===== src/rtl/cmac_tx_axis_arbiter.sv =====
// cmac_tx_axis_arbiter: packet-granular 2:1 AXI-Stream arbiter (XDMA H2C vs UDP perf monitor)
// feeding the CMAC TX buffer through a full-throughput registered output slice.
`timescale 1ns/1ps
module cmac_tx_axis_arbiter #(
   parameter int DATA_WIDTH = 512,
   parameter int KEEP_WIDTH = 64,
   parameter int USER_WIDTH = 1,
   parameter int CNT_WIDTH  = 32
) (
   input  logic                  CLK,
   input  logic                  RST_N,
   input  logic                  s0_axis_tvalid,
   output logic                  s0_axis_tready,
   input  logic                  s0_axis_tlast,
   input  logic [DATA_WIDTH-1:0] s0_axis_tdata,
   input  logic [KEEP_WIDTH-1:0] s0_axis_tkeep,
   input  logic [USER_WIDTH-1:0] s0_axis_tuser,
   input  logic                  s1_axis_tvalid,
   output logic                  s1_axis_tready,
   input  logic                  s1_axis_tlast,
   input  logic [DATA_WIDTH-1:0] s1_axis_tdata,
   input  logic [KEEP_WIDTH-1:0] s1_axis_tkeep,
   input  logic [USER_WIDTH-1:0] s1_axis_tuser,
   output logic                  m_axis_tvalid,
   input  logic                  m_axis_tready,
   output logic                  m_axis_tlast,
   output logic [DATA_WIDTH-1:0] m_axis_tdata,
   output logic [KEEP_WIDTH-1:0] m_axis_tkeep,
   output logic [USER_WIDTH-1:0] m_axis_tuser,
   input  logic [1:0]            src_en,
   input  logic                  prio_mode,
   output logic [1:0]            grant_out,
   output logic [CNT_WIDTH-1:0]  pkt_cnt_0,
   output logic [CNT_WIDTH-1:0]  pkt_cnt_1
);
   typedef enum logic [1:0] {IDLE, OWN0, OWN1} state_t;
   state_t state;
   logic rr_last;
   logic req0, req1, slot, hs0, hs1, arb, any_req, sel1;
   always_comb begin
      req0 = s0_axis_tvalid & src_en[0];
      req1 = s1_axis_tvalid & src_en[1];
      slot = ~m_axis_tvalid | m_axis_tready;
      s0_axis_tready = (state == OWN0) & slot;
      s1_axis_tready = (state == OWN1) & slot;
      hs0 = s0_axis_tvalid & s0_axis_tready;
      hs1 = s1_axis_tvalid & s1_axis_tready;
      // the owner's tlast cycle is an arbitration point so packets go back-to-back
      arb = (state == IDLE) | (hs0 & s0_axis_tlast) | (hs1 & s1_axis_tlast);
      any_req = req0 | req1;
      sel1 = prio_mode ? ~req0 : ((req0 & req1) ? ~rr_last : req1);
   end
   always_ff @(posedge CLK or negedge RST_N) begin
      if (!RST_N) begin
         state <= IDLE;
         rr_last <= 1'b1;
         grant_out <= 2'b00;
         m_axis_tvalid <= 1'b0;
         m_axis_tlast <= 1'b0;
         m_axis_tdata <= '0;
         m_axis_tkeep <= '0;
         m_axis_tuser <= '0;
         pkt_cnt_0 <= '0;
         pkt_cnt_1 <= '0;
      end else begin
         if (arb) begin
            state <= any_req ? (sel1 ? OWN1 : OWN0) : IDLE;
            grant_out <= any_req ? (sel1 ? 2'b10 : 2'b01) : 2'b00;
            if (any_req) rr_last <= sel1;
         end
         if (hs0 | hs1) begin
            m_axis_tvalid <= 1'b1;
            m_axis_tlast <= hs1 ? s1_axis_tlast : s0_axis_tlast;
            m_axis_tdata <= hs1 ? s1_axis_tdata : s0_axis_tdata;
            m_axis_tkeep <= hs1 ? s1_axis_tkeep : s0_axis_tkeep;
            m_axis_tuser <= hs1 ? s1_axis_tuser : s0_axis_tuser;
         end else if (m_axis_tready) begin
            m_axis_tvalid <= 1'b0;
         end
         if (hs0 & s0_axis_tlast) pkt_cnt_0 <= pkt_cnt_0 + CNT_WIDTH'(1);
         if (hs1 & s1_axis_tlast) pkt_cnt_1 <= pkt_cnt_1 + CNT_WIDTH'(1);
      end
   end
endmodule


===== config.mk =====
export PLATFORM = sky130hd
export DESIGN_NAME = cmac_tx_axis_arbiter
export DESIGN_NICKNAME = d
export VERILOG_FILES = /design/src/rtl/cmac_tx_axis_arbiter.sv
export SDC_FILE = /design/constraint.sdc
export NUM_CORES = 2
export LEC_CHECK = 0
export ABC_AREA = 0
export BUFFER_PORTS_ARGS = -buffer_cell sky130_fd_sc_hd__buf_2
export CORE_AREA = 2 2 715 717
export CTS_CLUSTER_SIZE = 40
export DETAILED_ROUTE_END_ITERATION = 12
export DIE_AREA = 0 0 717 719
export GPL_ROUTABILITY_DRIVEN = 0
export GPL_TIMING_DRIVEN = 0
export PLACE_DENSITY = 0.3
export SLEW_MARGIN = 10
export SYNTH_ARGS = -nofsm -noshare
export SYNTH_HDL_FRONTEND = slang
export SYNTH_SLANG_ARGS = --single-unit

===== constraint.sdc =====
create_clock -name CLK -period 1.86 [get_ports CLK]
set_input_delay 0.186 -clock CLK [delete_from_list [all_inputs] [get_ports CLK]]
set_output_delay 0.186 -clock CLK [all_outputs]
set_load 0.02 [all_outputs]

==> metrics.md <==
| Metric | Value |
|---|---|
| Worst Clk Skew | 0.06670 ns |
| Die area | 515,500 um^2 |
| Avg Cell Area, Syn | 8.713 um^2 |
| Post-Syn Nets | 4,592 |
| Critical Path, Cell by Cell | and2b_4 -> and3_4 -> buf_12 -> buf_16 -> buf_16 -> buf_12 -> nand2_2 -> a31oi_1 |
| Prevailing post-synth register cell | dfrtp_1 |
| Final setup violation count | 627 |
| Die Width | 717 um |
| Initial antenna violation count | 364 |
| Buf/Inv on CP | 4 |
| WS Path Type | reg -> reg |
| Placed Area | 47,540 um^2 |
| FILL cells | 58,520 |
| Synth area leader | dfrtp_1 |
| Top area cells in the synthesized netlist | dfrtp_1, nand2_1, a31oi_1, nor2_1, buf_6 |
| Max Freq | 0.4464 GHz |
| IO Port Bufs | 1,810 |
| GRT Util Overall | about 15% |
| # IOs | around 1,800 |
| Failing checks | negative hold slack, negative setup slack |
| Measured slew at the worst slew-check pin | roughly 0.92 ns |
| Initial DRC Count | 3,276 |
| Clk buf depth | 4 |
| Drc violations | 0 |
| Setup crit start | grant_out[0] |
| Worst Hold Class | in -> async |
| Final WS setup | -0.3800 ns |
| DR vias/cell | 3.144 |
| Most common cell after layout, fill and taps aside | buf_2 |
| Inst Count DP | 11,980 |
| Slowest-stage cell, CP | dfrtp_2 |
| Core Area | between 500,000 and 600,000 um^2 |
| Setup TNS | -127.49 ns |
| Combinational share of power | 56.0% |
| Minimum clock period | 2.240 ns |
| CTS Sinks | 646 |
| Power per cell area | 1520 nW/um^2 |
| Worst-path clk slew | 0.07 ns |
| Clock latency on the worst-skew pair | 0.85 ns |
| VDD IR-drop max | 0.6848 mV |
| YS warnings | 0 |
| Post-layout util | 13.45% |
| Largest net degree at the start of global routing | 91 |
| Post-synth ARST share | 100.0% |
| Leakage | 29.02 nW |
| Slew Limit Fails | 0 |
| Status | finished with violations |
| Unrepaired setup endpoints after global routing | true |
| Routed Antenna Nets | 0 |
| Design Area, Final | 68,280 um^2 |
| Vias | 42,810 |
| H-Tree Depth | 3 |
| Hold_ws | -0.6882 ns |
| Clock power share | 19.5% |
| # rows | 262 |
| Critical path arrival | 2.95 ns |
| FF-to-FF Start | grant_out[0] |
| 1st-pass router iterations | 6 |
| Cells after Synth | 3,426 |
| Slew margin rel. | 38.33% |
| Mapped Area | 29,850 um^2 |
| Nature of the critical path endpoint | register |
| Largest stage delay, worst path | 0.39 ns |
| Delay-heaviest family, CP | buffers and inverters |
| Startpoint Class | register |
| Number of global-route vias before repair | 42,140 |
| Hold Violations, Final | about 190 |
| Sequential power share | between 20% and 30% |
| First-pass GRT wire length | 506.5 mm |
| Critical Path Fanout Max | 10 |
| Yosys cell types | 45 |
| Yosys reg bits | 646 |
| Wirelength per Cell | 30.90 um |
| Leading cell types in the layout, fill and taps excluded | buf_2, dlygate4sd3_1, nand2_1 |
| Register area share after synthesis | a little over half |
| Layout cells sized above 1 | 40.56% |
| Clock root cell | clkbuf_16 |
| Tcrit/Tclk final | 120.4% |
| Switching pwr | 51.57 mW |
| Required time of the critical path | 2.57 ns |
| Nets@finish | approximately 7,800 |
| Sw Share | 49.69% |
| Cts bufs inserted | 98 |
| Pint | ~52 mW |
| Synthesis-to-finish area growth | 128.8% |
| Final wirelength | 420.7 mm |
| Final Non-Filler Cells | 13,610 |
| DP Wirelength | between 300 and 400 mm |
| Share of the synthesized area in the top cell type | 54.07% |
| Max-Cap Viols | 0 |
| Grt ovf | 0 |
| Number of synthesized flops with an enable pin | 0 |
| Initial Util | 5.878% |
| CTS tree | done |
| DIE HEIGHT | between 700 and 800 um |
## synthesized netlist by cell type (all sizes together) (11+ instances only)
cell    instances
nand2        1186
dfrtp         645
nor2          586
a31oi         578
buf           240
xnor2          47
nand3          25
nand4          21
clkbuf         19
and3           15
xor2           15
nor3           11
## cells by family after synthesis
logic type,synth area share (%)
fa+ha+maj,0.08382
xor+xnor,1.819
simple gates,24.59
compound gates,12.38
flops,54.16
mux,0.03772
buf+inv,6.933
## power by group through the flow
| stage | clock (mW) | sequential, mW | combinational [mW] |
|---|---|---|---|
| 2_1_floorplan | 0 | 31.7 | 15.0 |
| 3_3_place_gp | 0 | 25.4 | 48.4 |
| 3_5_place_dp | 0 | 25.4 | 48.3 |
| 4_1_cts | 21.0 | 25.3 | 55.6 |
| 5_1_grt | 21.3 | 26.1 | 61.4 |
| 6_report | 20.3 | 25.3 | 58.2 |
## worst register-to-register path, cell delays in order (launching register included)
cell and delay [ns]:
dfrtp_2 0.39, and2b_4 0.31, and3_4 0.21, buf_12 0.15, buf_16 0.20, buf_16 0.31, buf_12 0.17, nand2_2 0.14
a31oi_1 0.23
## metal layers
metal / GRT usage [%] / vias up / share of wire, %
met5: 0 / - / 0.18
met4: 6.384 / 114 / 5.2
met3: 5.865 / 816 / 9.9
met2: 24.98 / 2534 / 45
met1: 18.25 / 21170 / 40
li1: - / 18180 / -
## path summary, 6_finish.rpt
path / to / slack [ns] / cells past startpoint
min reg2reg: pkt_cnt_0[31] / 0.47 / 1
max: m_axis_tdata[157] / -0.38 / 8
min: m_axis_tdata[293] / -0.69 / 1
min in group CLK: m_axis_tkeep[50] / 0.12 / 4
max in group asynchronous: m_axis_tkeep[28] / 0.49 / 4
max reg2reg: m_axis_tdata[157] / -0.38 / 8
## flip-flops by register name (all words and copies together) (netlist names)
name	count
m_axis_tdata	512
m_axis_tkeep	64
pkt_cnt_0	32
pkt_cnt_1	32
grant_out	2
m_axis_tlast	1
m_axis_tuser	1
m_axis_tvalid	1
rr_last	1
## area by class of cell
cell class                 instances  area (um^2)  area share (%)
clock buffer                     142         2909           4.260
inverter                           4        15.01         0.02199
clock inverter                    30        417.9          0.6120
antenna                          210        525.5          0.7696
timing repair buffer            3076        22890           33.52
tap                             6732         8423           12.34
sequential                       646        16170           23.68
multi-input combinational       2517        13680           20.04
buffer                           257         3252           4.762
## per-stage QoR
step | total power [mW] | worst slack [ns]
CTS | 101.9 | -0.3905
global placement | 73.84 | -17.05
finish | 103.8 | -0.3800
floorplan | 46.71 | 0.09719
detailed placement | 73.75 | -1.622
global route | 108.8 | -0.4024
## timing repair
item,CTS,global route
hold buffers,1167,6
endpoints found under the hold margin,819,233
gates resized for setup,544,362
setup buffers,27,14
cloned,22,27
pin swaps,26,71
setup endpoints to repair,781,769
Power figures use the tool's default switching activity.
